==> config.mk <==
export PLATFORM = sky130hd
export DESIGN_NAME = kbest_path_select
export DESIGN_NICKNAME = d
export VERILOG_FILES = /design/src/rtl/kbest_path_select.sv
export SDC_FILE = /design/constraint.sdc
export NUM_CORES = 1
export LEC_CHECK = 0
export CAP_MARGIN = 25
export CORE_MARGIN = 5
export CORE_UTILIZATION = 55
export DETAILED_ROUTE_END_ITERATION = 8
export DONT_BUFFER_PORTS = 1
export HOLD_SLACK_MARGIN = 0.02
export PLACE_DENSITY = 0.7
export SLEW_MARGIN = 15
export SYNTH_ARGS = -nofsm -noshare
export SYNTH_HDL_FRONTEND = slang
export SYNTH_SLANG_ARGS = --single-unit
==> constraint.sdc <==
create_clock -name clk -period 3.43 [get_ports clk]
set_input_delay 0.5145 -clock clk [delete_from_list [all_inputs] [get_ports clk]]
set_output_delay 0.5145 -clock clk [all_outputs]
set_load 0.01 [all_outputs]
==> src/rtl/kbest_path_select.sv <==
// K-best back end: two-level min-PED tournament over the four survivors,
// followed by a credit-protected output FIFO tagging each decision with a vector index.
`ifndef ERR_WL
`define ERR_WL 16
`endif

module kbest_path_select #(
    parameter int N     = 8,
    parameter int DEPTH = 4,
    parameter int IDX_W = 8
) (
    input  logic                    clk,
    input  logic                    rst,
    input  logic                    in_valid,
    output logic                    in_ready,
    input  logic [4*N*2-1:0]        PATH_in,
    input  logic [4*`ERR_WL-1:0]    PED_in,
    output logic                    out_valid,
    input  logic                    out_ready,
    output logic [N*2-1:0]          SYM_out,
    output logic [`ERR_WL-1:0]      PED_min,
    output logic [IDX_W-1:0]        vec_idx,
    output logic                    sat_flag
);

    localparam int PW = N * 2;
    localparam int EW = `ERR_WL;
    localparam int AW = (DEPTH > 1) ? $clog2(DEPTH) : 1;
    localparam int CW = AW + 1;
    localparam logic [CW:0] DEPTH_C = (CW + 1)'(DEPTH);

    // Strict less-than: on equal PEDs the first (lower-index) candidate keeps the slot.
    function automatic logic second_wins(input logic [EW-1:0] first, input logic [EW-1:0] second);
        return (second < first);
    endfunction

    function automatic logic is_saturated(input logic [EW-1:0] ped);
        return (&ped);
    endfunction

    logic [EW-1:0]    ped_in_s  [4];
    logic [PW-1:0]    path_in_s [4];
    logic             accept_s;
    logic             s1a_sel_s, s1b_sel_s, s2_sel_s;
    logic [PW-1:0]    s1a_path_s, s1b_path_s, s2_path_s;
    logic [EW-1:0]    s1a_ped_s, s1b_ped_s, s2_ped_s;

    logic [IDX_W-1:0] idx_cnt_r;
    logic             s1_valid_r;
    logic [IDX_W-1:0] s1_idx_r;
    logic [PW-1:0]    s1a_path_r, s1b_path_r;
    logic [EW-1:0]    s1a_ped_r, s1b_ped_r;

    logic             s2_valid_r;
    logic [IDX_W-1:0] s2_idx_r;
    logic [PW-1:0]    s2_path_r;
    logic [EW-1:0]    s2_ped_r;
    logic             s2_sat_r;

    logic [PW-1:0]    mem_path_r [DEPTH];
    logic [EW-1:0]    mem_ped_r  [DEPTH];
    logic [IDX_W-1:0] mem_idx_r  [DEPTH];
    logic             mem_sat_r  [DEPTH];
    logic [AW-1:0]    wr_ptr_r, rd_ptr_r;
    logic [CW-1:0]    count_r;
    logic             push_s, pop_s;
    logic [CW:0]      credit_s;

    // Slice the packed survivor bus into per-path views.
    always_comb begin
        for (int k = 0; k < 4; k++) begin
            ped_in_s[k]  = PED_in[k*EW +: EW];
            path_in_s[k] = PATH_in[k*PW +: PW];
        end
    end

    // Credits count every entry that is buffered or still in flight, so the FIFO cannot overflow.
    assign credit_s  = {1'b0, count_r} + {{CW{1'b0}}, s1_valid_r} + {{CW{1'b0}}, s2_valid_r};
    assign in_ready  = (credit_s < DEPTH_C);
    assign accept_s  = in_valid && in_ready;
    assign out_valid = (count_r != {CW{1'b0}});
    assign push_s    = s2_valid_r;
    assign pop_s     = out_valid && out_ready;

    // First tournament level: pair (0,1) and pair (2,3).
    always_comb begin
        s1a_sel_s = second_wins(ped_in_s[0], ped_in_s[1]);
        s1b_sel_s = second_wins(ped_in_s[2], ped_in_s[3]);
        if (s1a_sel_s) begin
            s1a_path_s = path_in_s[1];
            s1a_ped_s  = ped_in_s[1];
        end else begin
            s1a_path_s = path_in_s[0];
            s1a_ped_s  = ped_in_s[0];
        end
        if (s1b_sel_s) begin
            s1b_path_s = path_in_s[3];
            s1b_ped_s  = ped_in_s[3];
        end else begin
            s1b_path_s = path_in_s[2];
            s1b_ped_s  = ped_in_s[2];
        end
    end

    // Final tournament level between the two pair winners.
    always_comb begin
        s2_sel_s = second_wins(s1a_ped_r, s1b_ped_r);
        if (s2_sel_s) begin
            s2_path_s = s1b_path_r;
            s2_ped_s  = s1b_ped_r;
        end else begin
            s2_path_s = s1a_path_r;
            s2_ped_s  = s1a_ped_r;
        end
    end

    // Index counter and the two non-stalling pipeline stages.
    always_ff @(posedge clk or negedge rst) begin
        if (!rst) begin
            idx_cnt_r  <= {IDX_W{1'b0}};
            s1_valid_r <= 1'b0;
            s1_idx_r   <= {IDX_W{1'b0}};
            s1a_path_r <= {PW{1'b0}};
            s1b_path_r <= {PW{1'b0}};
            s1a_ped_r  <= {EW{1'b0}};
            s1b_ped_r  <= {EW{1'b0}};
            s2_valid_r <= 1'b0;
            s2_idx_r   <= {IDX_W{1'b0}};
            s2_path_r  <= {PW{1'b0}};
            s2_ped_r   <= {EW{1'b0}};
            s2_sat_r   <= 1'b0;
        end else begin
            s1_valid_r <= accept_s;
            if (accept_s) begin
                idx_cnt_r  <= idx_cnt_r + IDX_W'(1);
                s1_idx_r   <= idx_cnt_r;
                s1a_path_r <= s1a_path_s;
                s1b_path_r <= s1b_path_s;
                s1a_ped_r  <= s1a_ped_s;
                s1b_ped_r  <= s1b_ped_s;
            end
            s2_valid_r <= s1_valid_r;
            if (s1_valid_r) begin
                s2_idx_r  <= s1_idx_r;
                s2_path_r <= s2_path_s;
                s2_ped_r  <= s2_ped_s;
                s2_sat_r  <= is_saturated(s2_ped_s);
            end
        end
    end

    // Output FIFO storage, pointers and occupancy.
    always_ff @(posedge clk or negedge rst) begin
        if (!rst) begin
            for (int i = 0; i < DEPTH; i++) begin
                mem_path_r[i] <= {PW{1'b0}};
                mem_ped_r[i]  <= {EW{1'b0}};
                mem_idx_r[i]  <= {IDX_W{1'b0}};
                mem_sat_r[i]  <= 1'b0;
            end
            wr_ptr_r <= {AW{1'b0}};
            rd_ptr_r <= {AW{1'b0}};
            count_r  <= {CW{1'b0}};
        end else begin
            if (push_s) begin
                mem_path_r[wr_ptr_r] <= s2_path_r;
                mem_ped_r[wr_ptr_r]  <= s2_ped_r;
                mem_idx_r[wr_ptr_r]  <= s2_idx_r;
                mem_sat_r[wr_ptr_r]  <= s2_sat_r;
                wr_ptr_r             <= wr_ptr_r + AW'(1);
            end
            if (pop_s) begin
                rd_ptr_r <= rd_ptr_r + AW'(1);
            end
            case ({push_s, pop_s})
                2'b10:   count_r <= count_r + CW'(1);
                2'b01:   count_r <= count_r - CW'(1);
                default: count_r <= count_r;
            endcase
        end
    end

    assign SYM_out  = mem_path_r[rd_ptr_r];
    assign PED_min  = mem_ped_r[rd_ptr_r];
    assign vec_idx  = mem_idx_r[rd_ptr_r];
    assign sat_flag = mem_sat_r[rd_ptr_r];

endmodule

Yosys cells after proc, flatten, opt, wreduce, memory -nomap -nowiden
Cells that the tools add are included.

Add/sub/neg operators: 7. Order comparisons: 7. Equality and inequality tests: 2. Multiplexer cells: 29. Bitwise gates (word level): 2. Reduce and logical (&&, ||, !) cells: 6.

Operators with widths (number): $mux W16 (11); $bwmux W64 (2); $bmux W16 S2 (2); $lt A16 B16 Y1 (3); $bwmux W32 (1); $demux W16 S2 (1); $mux W8 (3); $bmux W8 S2 (1); $demux W8 S2 (1); $reduce_and A16 Y1 (1); $add A8 B1 Y8 const B (1); $ge A3 B3 Y1 const B (2); $not A2 Y3 (2); $pmux W3 S2 (1); $add A2 B1 Y2 const B (2); $add A3 B1 Y4 (1); $add A4 B1 Y4 (1); $bwmux W4 (1); $lt A4 B3 Y1 const B (1); $add A3 B1 Y3 const B (1); $logic_and A1 B1 Y1 (3); $lt A3 B1 Y1 const B (1); $mux W1 (3); $reduce_bool A3 Y1 (1); other kinds (6) (6).

Flip-flop bits (word level): 294. Input bits: 132. Output and inout port bits: 43. Logic and storage cells: 84.

Longest topological paths before layout
Gate-level depths: netlist of run 1.

Depth after elaboration: 6. Gate-level depth with buffers: 11.

Least setup slack after synthesis of run 1
Ideal clock, no wire load.

Path kind: input -> register. Start: input port PED_in[11]. End: register s1a_ped_r[10]. Library setup time: 0.126 ns. Arrival: 2.169 ns. Required time: 3.304 ns. Setup slack: 1.134 ns. Stages: 9. Buffers on the path: 1. Path through: inv_1 -> ha_1 -> a21oi_1 -> o22ai_1 -> or3_1 -> o2111ai_1 -> clkbuf_1 -> o22ai_1 -> a311o_1.

Cells in the longest elaborated chain, start to end: 2.

Ends and longest elaborated chain: start: declaration (line 17) `` input logic [4*`ERR_WL-1:0] PED_in, ``; $lt A16 B16 Y1 (line 34) `return (second < first);`; $mux W16 (line 89) `if (s1a_sel_s) begin`; end signal: assignment (line 125) `s1a_ped_r <= {EW{1'b0}};`; end signal: assignment (line 139) `s1a_ped_r <= s1a_ped_s;`; end: declaration (line 52) `logic [EW-1:0] s1a_ped_r, s1b_ped_r;`.

No other way between the ends. A chain may end at the register's enable or synchronous reset.

Worst setup path in the final report of run 1
Start: register s1a_ped_r[13]. End: register s2_path_r[7].

Cells in the longest elaborated chain, start to end: 2.

Ends and longest elaborated chain: $lt A16 B16 Y1 (line 34); $mux W16 (line 108) `if (s2_sel_s) begin`; end signal: assignment (line 129) `s2_path_r <= {PW{1'b0}};`; end signal: assignment (line 145) `s2_path_r <= s2_path_s;`; end: declaration (line 56) `logic [PW-1:0] s2_path_r;`.

No other way between the ends.

==> impl_metrics.csv, run 1 <==
group,metric,value,unit
run_status,run_status,"finished with violations",
run_status,violations,"negative hold slack",
die,die_area,0.02988,sq mm
logic_synthesis,synthSimpleGateAreaFrac,13.11,%
die,rows,59,
logic_synthesis,synth-seq-area-share,50.43,%
critical_path,crit_path_end_kind,"flip-flop",
logic_synthesis,synth.mux.area_fraction,9.418,%
logic_synthesis,ys_top_cells_by_area,"sky130_fd_sc_hd__dfrtp_1 50%, sky130_fd_sc_hd__nand2_1 7.3%, sky130_fd_sc_hd__mux4_2 6.3%",
logic_synthesis,asyncSetResetFlopFracSynth,100.0,%
logic_synthesis,synth_xor_area_share,0.7805,%
power_and_ir_drop,power_frac_clock,24.7,%
detailed_routing,drt_drc_violations_left,0,
final_layout,fill_cells,2111,
logic_synthesis,synth.net_count,1608,
min_path,min_path_type,"in -> async",
critical_path,r2r-start,"s1a_ped_r[13]",
logic_synthesis,synth_cell_types,43,
critical_path,worst_r2r_path_depth,9,
detailed_routing,totalWireLength,35300,um
flow_run,cap_violations,0,
detailed_routing,ant_nets,0,
power_and_ir_drop,power.switching,5.580,mW
power_and_ir_drop,share_comb_of_total_power,35.6,%
critical_path,cpMaxStageDelayCell,"sky130_fd_sc_hd__or4_4",
critical_path,critPathLaunchType,"flip-flop",
logic_synthesis,main_combinational_cell_family_by_area_after_synthesis,"compound AO/OA/AOI/OAI gates",
sta,final_min_period_over_clock_period,78.94,%
global_route,groute.usage.overall,23.34,%
logic_synthesis,ys_ff_latch,294,
sta,tns,0,ps
logic_synthesis,synth.avg_cell_area,10.25,sq um
die,floorplan.initialDensity,55.98,%
logic_synthesis,synth.most_common_cell,"sky130_fd_sc_hd__dfrtp_1",
final_layout,final-instance-count-excl-fill,1734,
power_and_ir_drop,sw_frac_of_total,36.78,%
critical_path,arrival_time_reported_for_the_critical_path_endpoint,3170,ps
sta,maxSlewViolCount,0,
place,gp_congestion,0.8666,
place,port-buffer-count,0,
logic_synthesis,yosys_warnings,0,
clock_tree,cts_repair_resize_count,0,
place,dpl.cell_count,1676,
logic_synthesis,share_of_the_synthesized_area_in_compound_gates_ao_oa_aoi_oai,16.11,%
die,chipHeight,172.9,um
logic_synthesis,post_synth_fa_ha_maj_area_fraction,4.597,%
logic_synthesis,syn_inst,1423,
final_layout,area_delta_synth_final,9.658,%
logic_synthesis,synth.top_cells.by_count,"294 x sky130_fd_sc_hd__dfrtp_1, 284 x sky130_fd_sc_hd__nand2_1, 155 x sky130_fd_sc_hd__o21ai_0",
sta,worst_slew_margin_rel,49.66,%
die,placeableCoreArea,0.02606,sq mm
power_and_ir_drop,pwr-share-seq,39.7,%
power_and_ir_drop,p_leak,7.099,nW
final_layout,diodes,0,
clock_tree,number_of_clock_sinks,294,
logic_synthesis,synth-edff-count,0,
critical_path,ws_path_type,"reg -> reg",
final_layout,finalNetCount,1560,
sta,setup_viol,0,
clock_tree,tritoncts,"yes",
sta,report.final.hold_viol_count,294,
clock_tree,cts_bufs_inserted,31,
sta,worst_clock_skew,9.440,ps
sta,max_freq,369.3,MHz
detailed_routing,detailedRoute.firstIterationViolations,895,
detailed_routing,avgRoutedWirePerCell,20.36,um
place,detailedPlacementHpwl,24140,um
global_route,grt_max_degree,295,
sta,min_period,2708,ps
power_and_ir_drop,internal_power,9.590,mW
sta,grt_setup_unrepaired,"false",
critical_path,cp_cell_sequence,"inv_1 > ha_1 > nand4_1 > or3_1 > o32ai_1 > or4_4 > buf_12 > nand3_1 > o221ai_2",
logic_synthesis,synth_area,0.01459,sq mm
final_layout,postLayoutCellArea,0.01600,sq mm
critical_path,worst-path-max-fanout,38,
logic_synthesis,post-synth-top-area-cell,"sky130_fd_sc_hd__dfrtp_1",
clock_tree,level_count_of_the_clock_h_tree,1,
critical_path,crit_path_max_incr_delay,530,ps
power_and_ir_drop,vdd_drop_max,0.5403,mV
die,die_w,172.9,um
final_layout,area.sequential,0.007363,sq mm
critical_path,worstPathRequired,3890,ps
logic_synthesis,synthFlopType,"sky130_fd_sc_hd__dfrtp_1",
clock_tree,clock-root-buffer,"sky130_fd_sc_hd__clkbuf_16",
global_route,grt_pass1_wl,57600,um
clock_tree,insertion_delay,540,ps
critical_path,critical_path.startpoint,"s1a_ped_r[13]",
final_layout,multiInputGateArea,0.006455,sq mm
power_and_ir_drop,p_per_area,948.3,mW/mm^2
clock_tree,postCtsSetupBuffers,0,
sta,hold_slack,-307.5,ps
logic_synthesis,synth.top_cell.area_share,50.43,%
detailed_routing,firstDrtPassIters,6,
global_route,grt_pass1_vias,10380,
final_layout,drive_above_1_share,15.51,%
detailed_routing,avgViaCountPerCell,5.998,
sta,tightestPinTransition,752.5,ps
critical_path,rrSetupSlack,720,ps
global_route,gr-total-overflow,0,
clock_tree,cts.reportedPaths.clkPinSlew,60,ps
final_layout,layout.core_utilization,61.39,%
detailed_routing,vias,10400,
die,num_io_pins,175,
place,postPlaceCellArea,0.01479,sq mm
global_route,grt_antenna_before_repair,1,
clock_tree,clock_path_buffers,3,
## layout make-up
| type | instances | share of cell area, % |
|---|---|---|
| multi-input cells | 936 | 40.35 |
| well taps | 335 | 2.620 |
| inverters | 88 | 2.065 |
| repair buffers | 24 | 1.564 |
| clock inverters | 12 | 1.314 |
| clock buffers | 45 | 6.054 |
| flip-flops and latches | 294 | 46.03 |
## flip-flops by register name, summed over array words and instances (netlist names)
name,count
rd_ptr_r,2
s1_valid_r,1
idx_cnt_r,8
s2_idx_r,8
s1a_ped_r,16
s2_path_r,16
push_s,1
s2_ped_r,16
mem_idx_r,32
s1b_path_r,16
s2_sat_r,1
mem_ped_r,64
count_r,3
s1_idx_r,8
wr_ptr_r,2
mem_path_r,64
s1a_path_r,16
s1b_ped_r,16
mem_sat_r,4
## routing by layer
metal | up-vias | part of all wire [%] | track usage (%)
met1 | 5089 | 46 | 35.02
met3 | 62 | 6.9 | 5.131
li1 | 4919 | - | -
met4 | 2 | 2.6 | 6.191
met2 | 329 | 45 | 34.78
met5 | - | 0.057 | 0
## worst max-delay path, delay by kind of cell, from the launching register on
family	cells	cell delay, ps
adders and majority gates	1	310
buffers and inverters	2	360
and+or+nand+nor	4	1180
DFF	1	430
AOI/OAI and AO/OA	2	320
## cell families (layout without fill, tap and decap cells)
family,after synthesis,count (layout)
and+or+nand+nor,454,454
buffers and inverters,193,169
AOI/OAI and AO/OA,335,335
xor gates and xnor gates,13,13
DFF,294,294
adders and majority gates,53,53
muxes,81,81
## through the flow
stage               hold slack (ps)  setup WS [ps]  total power, mW
global route                 -348.7          539.2            16.25
global placement              244.8          777.0            11.26
CTS                          -338.8          696.5            15.27
floorplan                     218.9           1134            10.10
detailed placement            246.1          720.8            11.49
finish                       -307.5          722.2            15.17
## final timing paths
path	end
worst min-delay path	count_r[2]
min in group clk	s1b_ped_r[0]
worst min register to register	s1_idx_r[2]
worst max-delay path	s2_path_r[7]
worst max register to register	s2_path_r[7]
max in group asynchronous	s1b_path_r[9]
## cells in the final DEF (no fill, tap or decap), types with 2 or more instances in the layout
cell type,count
sky130_fd_sc_hd__o21a_1,5
sky130_fd_sc_hd__clkbuf_8,14
sky130_fd_sc_hd__bufinv_16,6
sky130_fd_sc_hd__dfrtp_2,2
sky130_fd_sc_hd__ha_1,52
sky130_fd_sc_hd__clkinv_2,6
sky130_fd_sc_hd__o21ai_0,155
sky130_fd_sc_hd__xnor2_1,6
sky130_fd_sc_hd__or3_1,5
sky130_fd_sc_hd__buf_4,19
sky130_fd_sc_hd__and2_1,3
sky130_fd_sc_hd__nand3_1,61
sky130_fd_sc_hd__nor2_1,70
sky130_fd_sc_hd__o221ai_2,32
sky130_fd_sc_hd__nand2_2,5
sky130_fd_sc_hd__nand2b_1,4
sky130_fd_sc_hd__a21oi_1,41
sky130_fd_sc_hd__clkbuf_16,31
sky130_fd_sc_hd__a211oi_1,5
sky130_fd_sc_hd__a21o_1,4
sky130_fd_sc_hd__nand4_1,14
sky130_fd_sc_hd__o211ai_1,31
sky130_fd_sc_hd__mux2_2,40
sky130_fd_sc_hd__buf_12,4
sky130_fd_sc_hd__nand3_2,8
sky130_fd_sc_hd__inv_1,87
sky130_fd_sc_hd__nand2_1,279
sky130_fd_sc_hd__dfrtp_1,291
sky130_fd_sc_hd__o22ai_1,19
sky130_fd_sc_hd__a311o_1,32
sky130_fd_sc_hd__xor2_1,7
sky130_fd_sc_hd__nor4_1,3
sky130_fd_sc_hd__mux4_2,41
## power groups by stage
stage          logic, mW  registers [mW]  clock network [mW]
2_1_floorplan       4.55            5.54                   0
3_5_place_dp        5.42            6.06                   0
3_3_place_gp        5.25            6.01                   0
4_1_cts             5.44            6.01                3.82
5_1_grt             6.06            6.20                3.99
6_report            5.40            6.02                3.75
Power figures use the tool's default switching activity.
==> run 2, diff against run 1 <==
==> constraint.sdc (replaced) <==
create_clock -name clk -period 2.6 [get_ports clk]
set_input_delay 0.39 -clock clk [delete_from_list [all_inputs] [get_ports clk]]
set_output_delay 0.39 -clock clk [all_outputs]
set_load 0.01 [all_outputs]
==> run 2 against run 1 <==
The flow still finishes with violations (negative hold slack). Critical path depth unchanged. Worst hold slack got worse by 140 ps. Flip-flop and latch count unchanged. Critical endpoint is now s2_sat_r.
==> impl_metrics.csv, run 2 (synthesis gave the netlist of run 1 again) <==
group,metric,value,unit
power_and_ir_drop,vdd_drop_max,0.6655,mV
critical_path,worst_r2r_path_depth,9,
final_layout,drive_above_1_share,15.89,%
sta,worst_slew_margin_rel,42.61,%
critical_path,crit_path_end_kind,"flip-flop",
final_layout,area.sequential,0.007363,sq mm
critical_path,ws_path_type,"reg -> reg",
final_layout,layout.core_utilization,65.11,%
place,dpl.cell_count,1701,
critical_path,cpMaxStageDelayCell,"sky130_fd_sc_hd__or4_4",
detailed_routing,totalWireLength,36950,um
detailed_routing,detailedRoute.firstIterationViolations,943,
power_and_ir_drop,design_power_total,20.34,mW
power_and_ir_drop,p_per_area,1199,mW/mm^2
sta,tns,0,ps
global_route,grt_max_degree,295,
die,die_area,0.02988,sq mm
critical_path,critPathLaunchType,"flip-flop",
critical_path,crit_path_max_incr_delay,610,ps
min_path,min_path_type,"in -> async",
detailed_routing,firstDrtPassIters,5,
power_and_ir_drop,sw_frac_of_total,37.22,%
clock_tree,cts_bufs_inserted,31,
global_route,grt_antenna_before_repair,2,
power_and_ir_drop,power.switching,7.569,mW
die,rows,59,
die,die_w,172.9,um
critical_path,cp_cell_sequence,"inv_1 > ha_1 > a21o_1 > a21oi_1 > o32ai_2 > or4_4 > buf_4 > a41oi_1 > o22ai_1",
sta,maxSlewViolCount,0,
detailed_routing,ant_nets,0,
final_layout,area_delta_synth_final,16.31,%
clock_tree,level_count_of_the_clock_h_tree,1,
final_layout,layout.cells.most_common,"sky130_fd_sc_hd__dfrtp_1",
final_layout,final-instance-count-excl-fill,1842,
sta,tightestPinTransition,860.9,ps
sta,max_freq,400.5,MHz
detailed_routing,avgViaCountPerCell,6.014,
power_and_ir_drop,internal_power,12.77,mW
sta,report.final.hold_viol_count,294,
power_and_ir_drop,power_frac_clock,22.8,%
place,detailedPlacementHpwl,24840,um
flow_run,cap_violations,0,
sta,setup_viol,0,
die,floorplan.initialDensity,55.98,%
clock_tree,clock_path_buffers,3,
power_and_ir_drop,share_comb_of_total_power,39.3,%
final_layout,top_flop_regs,"mem_path_r x64, mem_ped_r x64, mem_idx_r x32",
run_status,run_status,"finished with violations",
power_and_ir_drop,p_leak,7.534,nW
detailed_routing,vias,11080,
global_route,gr-total-overflow,0,
run_status,violations,"negative hold slack",
critical_path,worst-path-max-fanout,7,
detailed_routing,drt_drc_violations_left,0,
die,placeableCoreArea,0.02606,sq mm
final_layout,layout.cells.most_common_list,"291 x sky130_fd_sc_hd__dfrtp_1, 279 x sky130_fd_sc_hd__nand2_1, 155 x sky130_fd_sc_hd__o21ai_0",
sta,final_min_period_over_clock_period,96.03,%
detailed_routing,avgRoutedWirePerCell,20.06,um
final_layout,finalNetCount,1666,
global_route,grt_pass1_vias,11150,
place,gp_congestion,0.9060,
clock_tree,number_of_clock_sinks,294,
final_layout,multiInputGateArea,0.006462,sq mm
sta,worst_clock_skew,16.18,ps
clock_tree,clock-root-buffer,"sky130_fd_sc_hd__clkbuf_16",
critical_path,arrival_time_reported_for_the_critical_path_endpoint,2900,ps
clock_tree,cts_hold_fix_bufs,79,
clock_tree,tritoncts,"yes",
power_and_ir_drop,pwr-share-seq,37.9,%
clock_tree,insertion_delay,560,ps
die,chipHeight,172.9,um
clock_tree,cts.reportedPaths.clkPinSlew,60,ps
global_route,groute.usage.overall,24.10,%
global_route,grt_pass1_wl,59880,um
sta,min_period,2497,ps
critical_path,rrSetupSlack,100,ps
place,port-buffer-count,0,
die,num_io_pins,175,
critical_path,worstPathRequired,3010,ps
final_layout,fill_cells,2053,
sta,hold_slack,-447.3,ps
[run 2: cell types whose count changed in the layout (fill, tap and decap cells not counted), moves of 2 or more]
cell                            delta
sky130_fd_sc_hd__buf_12            +6
sky130_fd_sc_hd__buf_4            +22
sky130_fd_sc_hd__clkbuf_1          +5
sky130_fd_sc_hd__clkbuf_8          -8
sky130_fd_sc_hd__diode_2           +3
sky130_fd_sc_hd__dlygate4sd3_1    +79
sky130_fd_sc_hd__inv_6             +2
[run 2: critical path: cells and delay by family (launching register included)]
family	cells	cell delay, ps
DFF	1	390
AOI/OAI and AO/OA	5	790
and+or+nand+nor	1	610
buffers and inverters	2	250
adders and majority gates	1	310
[run 2: metrics by stage]
| stage | area (sq um) | worst slack, ps |
|---|---|---|
| floorplan | 14590 | 428.8 |
| detailed placement | 15050 | 179.4 |
| global route | 16970 | -5.122 |
| finish | 16970 | 103.2 |
| global placement | 15050 | 207.0 |
| CTS | 16930 | 147.6 |
[run 2: cell type report]
| cell class | count | share of cell area [%] |
|---|---|---|
| Antenna cell | 3 | 0.04424 |
| Inverter | 88 | 1.947 |
| Tap cell | 335 | 2.470 |
| Clock inverter | 14 | 1.231 |
| Timing Repair Buffer | 130 | 7.654 |
| Clock buffer | 42 | 5.169 |
| Sequential cell | 294 | 43.40 |
| Multi-Input combinational cell | 936 | 38.09 |
[run 2: power by group through the flow]
stage / combinational (mW) / clock [mW] / sequential, mW
5_1_grt: 8.83 / 4.92 / 7.92
6_report: 7.99 / 4.64 / 7.71
2_1_floorplan: 6.01 / 0 / 7.31
4_1_cts: 7.90 / 4.71 / 7.69
3_3_place_gp: 7.55 / 0 / 7.67
3_5_place_dp: 7.76 / 0 / 7.76
[run 2: final timing paths]
| path | end | from |
|---|---|---|
| worst max register to register | s2_sat_r | s1a_ped_r[13] |
| worst min-delay path | count_r[2] | rst |
| min in group clk | s1b_ped_r[13] | PED_in[61] |
| max in group asynchronous | s1a_ped_r[14] | rst |
| worst min register to register | s1_idx_r[0] | s1_idx_r[0] |
| worst max-delay path | s2_sat_r | s1a_ped_r[13] |
[run 2: layer usage]
layer	share of wire, %	GRT usage (%)	vias to the layer above
met2	47	37.85	396
met3	6.4	4.389	70
met1	44	34.87	5471
li1	-	-	5141
met4	2.7	6.846	0
met5	0	0	-
[run 2: what timing repair did]
item	CTS	global route
endpoints found under the setup margin	0	27
buffers inserted	0	3
endpoints found under the hold margin	356	294
gates resized for setup	0	1
